[config.mk]
export PLATFORM = sky130hd
export DESIGN_NAME = multi_oscillator_flat
export DESIGN_NICKNAME = d
export VERILOG_FILES = /design/src/rtl/multi_oscillator_if.sv /design/src/rtl/multi_oscillator.sv /design/src/flat_wrapper.sv
export SDC_FILE = /design/constraint.sdc
export NUM_CORES = 1
export LEC_CHECK = 0
export BUFFER_PORTS_ARGS = -buffer_cell sky130_fd_sc_hd__buf_2
export CORE_UTILIZATION = 45
export CTS_BUF_LIST = sky130_fd_sc_hd__clkbuf_4
export DETAILED_ROUTE_END_ITERATION = 6
export GPL_ROUTABILITY_DRIVEN = 1
export SYNTH_ARGS = -nofsm -noshare
export SYNTH_HDL_FRONTEND = slang
export SYNTH_SLANG_ARGS = --single-unit
[constraint.sdc]
create_clock -name clk -period 10.99 [get_ports clk]
set_input_delay 0.5495 -clock clk [delete_from_list [all_inputs] [get_ports clk]]
set_output_delay 0.5495 -clock clk [all_outputs]
set_load 0.02 [all_outputs]
[src/rtl/multi_oscillator_if.sv]
// rtl/multi_oscillator_if.sv - configuration write port of the multi-channel oscillator
interface multi_oscillator_if #(
    parameter int NCH = 4,
    parameter int W   = 16
);
    localparam int CHW = (NCH > 1) ? $clog2(NCH) : 1;

    logic           cfg_wr;
    logic [CHW-1:0] cfg_ch;
    logic [W-1:0]   cfg_period;
    logic [W-1:0]   cfg_high;
    logic           cfg_ack;
    logic           cfg_err;

    modport master (
        output cfg_wr, cfg_ch, cfg_period, cfg_high,
        input  cfg_ack, cfg_err
    );

    modport slave (
        input  cfg_wr, cfg_ch, cfg_period, cfg_high,
        output cfg_ack, cfg_err
    );
endinterface

[src/rtl/multi_oscillator.sv]
// rtl/multi_oscillator.sv - NCH independent programmable-period/duty square-wave generators
module multi_oscillator #(
    parameter int NCH        = 4,
    parameter int W          = 16,
    parameter int DEF_PERIOD = 10
) (
    input  logic               clk,
    input  logic               reset_n,
    input  logic [NCH-1:0]     en,
    input  logic               sync,
    multi_oscillator_if.slave  cfg,
    output logic [NCH-1:0]     z,
    output logic [NCH-1:0]     rise
);
    localparam int CHW = (NCH > 1) ? $clog2(NCH) : 1;
    localparam logic [W-1:0] DEF_P = W'(DEF_PERIOD);
    localparam logic [W-1:0] DEF_H = W'(DEF_PERIOD - DEF_PERIOD / 2);

    typedef enum logic [1:0] {
        IDLE = 2'd0,
        LOW  = 2'd1,
        HIGH = 2'd2
    } osc_state_e;

    osc_state_e     state_q       [NCH];
    osc_state_e     state_d       [NCH];
    logic [W-1:0]   cnt_q         [NCH];
    logic [W-1:0]   cnt_d         [NCH];
    logic [W-1:0]   period_q      [NCH];
    logic [W-1:0]   period_d      [NCH];
    logic [W-1:0]   high_q        [NCH];
    logic [W-1:0]   high_d        [NCH];
    logic [W-1:0]   pend_period_q [NCH];
    logic [W-1:0]   pend_period_d [NCH];
    logic [W-1:0]   pend_high_q   [NCH];
    logic [W-1:0]   pend_high_d   [NCH];
    logic [NCH-1:0] pend_q;
    logic [NCH-1:0] pend_d;
    logic [NCH-1:0] wr_hit;
    logic [NCH-1:0] z_d;
    logic [NCH-1:0] rise_d;
    logic           cfg_valid;

    // 1 <= high < period already implies period >= 2; both kept for clarity
    assign cfg_valid = cfg.cfg_wr
                    && ({1'b0, cfg.cfg_ch} < (CHW + 1)'(NCH))
                    && (cfg.cfg_period >= W'(2))
                    && (cfg.cfg_high != '0)
                    && (cfg.cfg_high < cfg.cfg_period);

    always_comb begin
        for (int i = 0; i < NCH; i++) begin
            state_d[i]       = state_q[i];
            cnt_d[i]         = cnt_q[i];
            period_d[i]      = period_q[i];
            high_d[i]        = high_q[i];
            pend_period_d[i] = pend_period_q[i];
            pend_high_d[i]   = pend_high_q[i];
            pend_d[i]        = pend_q[i];
            wr_hit[i]        = cfg_valid && (cfg.cfg_ch == CHW'(i));

            if (!en[i]) begin
                state_d[i] = IDLE;
                cnt_d[i]   = '0;
                if (pend_q[i]) begin
                    period_d[i] = pend_period_q[i];
                    high_d[i]   = pend_high_q[i];
                end
                pend_d[i] = 1'b0;
            end else if (sync) begin
                // A write landing in the same cycle as sync takes effect immediately
                state_d[i] = LOW;
                cnt_d[i]   = '0;
                if (wr_hit[i]) begin
                    period_d[i] = cfg.cfg_period;
                    high_d[i]   = cfg.cfg_high;
                end else if (pend_q[i]) begin
                    period_d[i] = pend_period_q[i];
                    high_d[i]   = pend_high_q[i];
                end
                pend_d[i] = 1'b0;
            end else begin
                unique case (state_q[i])
                    IDLE: begin
                        state_d[i] = LOW;
                        cnt_d[i]   = '0;
                    end
                    LOW: begin
                        if (cnt_q[i] == period_q[i] - high_q[i] - W'(1)) begin
                            state_d[i] = HIGH;
                            cnt_d[i]   = '0;
                        end else begin
                            cnt_d[i] = cnt_q[i] + W'(1);
                        end
                    end
                    HIGH: begin
                        if (cnt_q[i] == high_q[i] - W'(1)) begin
                            state_d[i] = LOW;
                            cnt_d[i]   = '0;
                            if (pend_q[i]) begin
                                period_d[i] = pend_period_q[i];
                                high_d[i]   = pend_high_q[i];
                            end
                            pend_d[i] = 1'b0;
                        end else begin
                            cnt_d[i] = cnt_q[i] + W'(1);
                        end
                    end
                    default: begin
                        state_d[i] = IDLE;
                        cnt_d[i]   = '0;
                    end
                endcase
            end

            if (wr_hit[i] && !(en[i] && sync)) begin
                pend_period_d[i] = cfg.cfg_period;
                pend_high_d[i]   = cfg.cfg_high;
                pend_d[i]        = 1'b1;
            end

            z_d[i]    = (state_d[i] == HIGH);
            rise_d[i] = (state_d[i] == HIGH) && (state_q[i] != HIGH);
        end
    end

    always_ff @(posedge clk or negedge reset_n) begin
        if (!reset_n) begin
            for (int i = 0; i < NCH; i++) begin
                state_q[i]       <= IDLE;
                cnt_q[i]         <= '0;
                period_q[i]      <= DEF_P;
                high_q[i]        <= DEF_H;
                pend_period_q[i] <= DEF_P;
                pend_high_q[i]   <= DEF_H;
            end
            pend_q      <= '0;
            z           <= '0;
            rise        <= '0;
            cfg.cfg_ack <= 1'b0;
            cfg.cfg_err <= 1'b0;
        end else begin
            for (int i = 0; i < NCH; i++) begin
                state_q[i]       <= state_d[i];
                cnt_q[i]         <= cnt_d[i];
                period_q[i]      <= period_d[i];
                high_q[i]        <= high_d[i];
                pend_period_q[i] <= pend_period_d[i];
                pend_high_q[i]   <= pend_high_d[i];
            end
            pend_q      <= pend_d;
            z           <= z_d;
            rise        <= rise_d;
            cfg.cfg_ack <= cfg_valid;
            cfg.cfg_err <= cfg.cfg_wr && !cfg_valid;
        end
    end
endmodule
[src/flat_wrapper.sv]
// flat-port wrapper written by rule: the top's interface ports become plain ports
module multi_oscillator_flat 
#(
    parameter int NCH        = 4,
    parameter int W          = 16,
    parameter int DEF_PERIOD = 10
)
  (clk, reset_n, en, sync, z, rise, cfg_cfg_wr, cfg_cfg_ch, cfg_cfg_period, cfg_cfg_high, cfg_cfg_ack, cfg_cfg_err);
  multi_oscillator_if #(.NCH(NCH), .W(W)) cfg_i ();
  input  logic clk;
  input  logic reset_n;
  input  logic [NCH-1:0] en;
  input  logic sync;
  output logic [NCH-1:0] z;
  output logic [NCH-1:0] rise;
  input wire logic [$bits(cfg_i.cfg_wr)-1:0] cfg_cfg_wr;
  input wire logic [$bits(cfg_i.cfg_ch)-1:0] cfg_cfg_ch;
  input wire logic [$bits(cfg_i.cfg_period)-1:0] cfg_cfg_period;
  input wire logic [$bits(cfg_i.cfg_high)-1:0] cfg_cfg_high;
  output wire logic [$bits(cfg_i.cfg_ack)-1:0] cfg_cfg_ack;
  output wire logic [$bits(cfg_i.cfg_err)-1:0] cfg_cfg_err;
  assign cfg_i.cfg_wr = cfg_cfg_wr;
  assign cfg_i.cfg_ch = cfg_cfg_ch;
  assign cfg_i.cfg_period = cfg_cfg_period;
  assign cfg_i.cfg_high = cfg_cfg_high;
  assign cfg_cfg_ack = cfg_i.cfg_ack;
  assign cfg_cfg_err = cfg_i.cfg_err;
  multi_oscillator #(.NCH(NCH), .W(W), .DEF_PERIOD(DEF_PERIOD)) u_core (.clk(clk), .reset_n(reset_n), .en(en), .sync(sync), .cfg(cfg_i), .z(z), .rise(rise));
endmodule
==> impl_metrics.yaml <==
floorplan:
  die_w_um: 222
  start_util_pct: 45.6
  dieArea_sq_um: 49300
  die_h_um: 222
  core_sq_um: 47700
  rows: 80
  io_pins: 52
setup_path:
  rr_endpoint: "u_core.high_q[34]$_DFFE_PN1P_"
  reg2reg_depth: 12
  crit_fanout: 34
  r2r_setup_slack_ns: 6.56
  startpoint_type: "flop"
  critPathCaptureType: "flop"
  crit_required_ns: 11.75
  reg2reg_from: "u_core.high_q[33]$_DFFE_PN0P_"
  crit_end: "u_core.high_q[34]$_DFFE_PN1P_"
  arrival_ns: 5.19
  crit_start: "u_core.high_q[33]$_DFFE_PN0P_"
  critPathKind: "reg2reg"
logic_synthesis:
  ys_async_sr_fraction_pct: 100
  postSynthAreaPerCell_sq_um: 9.94
  synth_edf_count: 0
  synth_ff_type: "dfrtp_1"
  ys_ff_latch: 342
  syn_nets: 2337
  yosysSeqAreaShare_pct: 39.5
  ys_warn_count: 0
  syn_inst: 2192
  syn_area_sq_um: 21800
  synth.distinct_cells: 88
hold_path:
  hp-class: "in2reg"
placement:
  placed_area_sq_um: 22400
  hpwlAfterDp_um: 42100
  place_congestion: 0.933
  io_buffer_count: 51
run:
  maxCapViolCount: 0
final_layout:
  fin_util_pct: 49.8
  syn2layout_area_growth_pct: 9.18
  finalInstanceArea_sq_um: 23800
  fin_nets: 2361
  fillers: 4441
  drive_above_1_share_pct: 21.2
detailed_routing:
  drc: 0
  drt_wl_total_um: 60600
  wl_per_cell_um: 20.8
  vias: 17300
  drt-pass1-iter-count: 6
  initialDrtViolationCount: 1197
  viasPerCell: 5.94
  drtAntennaViolNets: 0
sta:
  worst_pin_slew_ns: 1.25
  hold_ws_ns: 0.130
  fin_skew_ns: 0.0418
  post-route-period-util_pct: 40.3
  fmax_mhz: 226
  fin_setup_tns_ns: 0
  setup_viol: 0
  hold_violations: 0
  slew_headroom_pct: 16.5
  rsz0062_at_grt: "false"
  period_needed_ns: 4.43
  finalMaxSlewViolations: 0
grt:
  grt_max_degree: 166
  grt_pass1_wl_um: 97300
  antenna_found_initial: 2
  grt-ovfl-total: 0
  grt_use_total_pct: 24.8
  grt_pass1_vias: 17400
clocking:
  clkSinkCount: 342
  htree_levels: 3
  postCtsSetupRepairBufs: 0
  cts_made_buffers: 97
  clock_path_buffers: 3
  root_buffer: "clkbuf_4"
  cts_tree: "yes"
  clk_latency_ns: 0.83
  clkTransAtPathRegs_ns: 0.06
pwr:
  irDropWorstVdd_mv: 0.0814
  power.density_nw_per_um2: 250
  power.leakage_nw: 10.1
run_status:
  status: "complete, no violations"
## what timing repair did
item | CTS | global route
hold endpoints to repair | 114 | 0
resized for setup | 0 | 0
hold buffers | 3 | 0
## per-stage QoR
step | setup slack [ns] | power, mW | cells
final | 6.56 | 5.95 | 2914
after global routing | 6.24 | 6.39 | 2914
after CTS | 6.59 | 5.96 | 2913
after detailed placement | 6.59 | 4.64 | 2729
after global placement | 6.68 | 4.60 | 2729
after floorplan | 7.37 | 3.98 | 2192
## sequential cells by signal (all words and copies together) (netlist names)
signal / count
u_core.cfg.cfg_err: 1
u_core.cnt_q: 64
u_core.pend_period_q: 64
u_core.state_q: 8
u_core.high_q: 64
u_core.pend_q: 4
u_core.rise: 4
u_core.period_q: 64
u_core.z: 4
u_core.cfg.cfg_ack: 1
u_core.pend_high_q: 64
## synth_stat cells, types with 28 or more instances
| cell | number | area, sq um |
|---|---|---|
| nand3_1 | 63 | 315 |
| nand2_1 | 119 | 447 |
| dfrtp_1 | 310 | 7760 |
| nor2_1 | 116 | 435 |
| clkbuf_1 | 121 | 454 |
| a2bb2oi_1 | 32 | 280 |
| and3_1 | 28 | 175 |
| o22ai_1 | 74 | 463 |
| mux2_2 | 146 | 1640 |
| xnor2_1 | 129 | 1130 |
| a22oi_1 | 35 | 263 |
| xor2_1 | 90 | 788 |
| inv_1 | 108 | 405 |
| o2bb2ai_1 | 65 | 569 |
| ha_1 | 99 | 1240 |
| nor3_1 | 49 | 245 |
| o21ai_0 | 57 | 285 |
| dfstp_2 | 32 | 841 |
| a21oi_1 | 80 | 400 |
| a2bb2oi_2 | 31 | 465 |
## final cells by class
class | instances | area (sq um) | area share, %
inverters | 108 | 405 | 1.70
flip-flops and latches | 342 | 8600 | 36.1
well taps | 615 | 769 | 3.23
repair buffers | 74 | 458 | 1.92
clock buffers | 158 | 1190 | 4.99
multi-input cells | 1593 | 12200 | 51.3
diodes | 1 | 2.50 | 0.0105
clock inverters | 23 | 160 | 0.673
## where the power goes
group | switching (mW) | total (mW) | internal (mW) | leakage, nW
sequential | 0.343 | 1.96 | 1.61 | 4.21
combinational | 1.46 | 2.71 | 1.25 | 5.05
clock | 0.580 | 1.28 | 0.697 | 0.803
total | 2.39 | 5.95 | 3.56 | 10.1
## logic make-up after synthesis
| group | Yosys count | synth area share [%] |
|---|---|---|
| multiplexers | 171 | 8.69 |
| flip-flops | 342 | 39.5 |
| XOR/XNOR | 221 | 9.01 |
| buffers and inverters | 257 | 4.64 |
| adder cells (fa/ha/maj) | 103 | 6.05 |
| AND/OR/NAND/NOR | 544 | 12.8 |
| AO/OA/AOI/OAI | 554 | 19.4 |
## worst min-delay path by stage
stage / from / end / slack (ns) / depth (start not counted)
global route: cfg_cfg_wr / u_core.cfg.cfg_err$_DFF_PN0_ / 0.09 / 2
finish: cfg_cfg_wr / u_core.cfg.cfg_err$_DFF_PN0_ / 0.13 / 2
CTS: cfg_cfg_wr / u_core.cfg.cfg_err$_DFF_PN0_ / 0.06 / 2
global placement: u_core.pend_high_q[14]$_DFFE_PN0P_ / u_core.pend_high_q[14]$_DFFE_PN0P_ / 0.48 / 1
floorplan: reset_n / u_core.cfg.cfg_ack$_DFF_PN0_ / 0.25 / 0
detailed placement: u_core.period_q[57]$_DFFE_PN0P_ / u_core.period_q[57]$_DFFE_PN0P_ / 0.49 / 1
## critical path, cell delays in order, from the launching register on
cell,delay [ns]
dfrtp_1,0.42
inv_1,0.15
ha_1,0.26
or3b_2,0.53
o31a_1,0.28
o21ai_0,0.15
nand2b_1,0.07
mux2_2,0.28
a2111oi_4,0.40
a21o_2,0.83
a21boi_4,0.33
buf_4,0.46
a2bb2oi_2,0.18
## metal layers
metal  routed length [um]  up-vias  GRT usage, %
li1                     -     8134             -
met1                27900     8664          33.7
met3                 3290       98          4.61
met5                    0        -             0
met4                 1360        0          8.80
met2                28100      405          39.5
## cells in the final DEF (no fill, tap or decap), drive strengths merged, types with 24 or more instances in the layout
master	netlist	layout
a21o	24	24
a21oi	80	80
a22oi	35	35
a2bb2oi	63	63
and2	24	24
and3	28	28
buf	24	71
clkbuf	125	158
dfrtp	310	310
dfstp	32	32
ha	99	99
inv	108	112
mux2	146	146
mux2i	25	25
nand2	119	119
nand3	63	63
nand4	24	24
nor2	116	116
nor3	49	49
nor4	27	27
o21ai	61	61
o22ai	74	74
o2bb2ai	65	65
xnor2	129	129
xor2	90	90
Note: power is estimated with default switching activity, not from simulation.
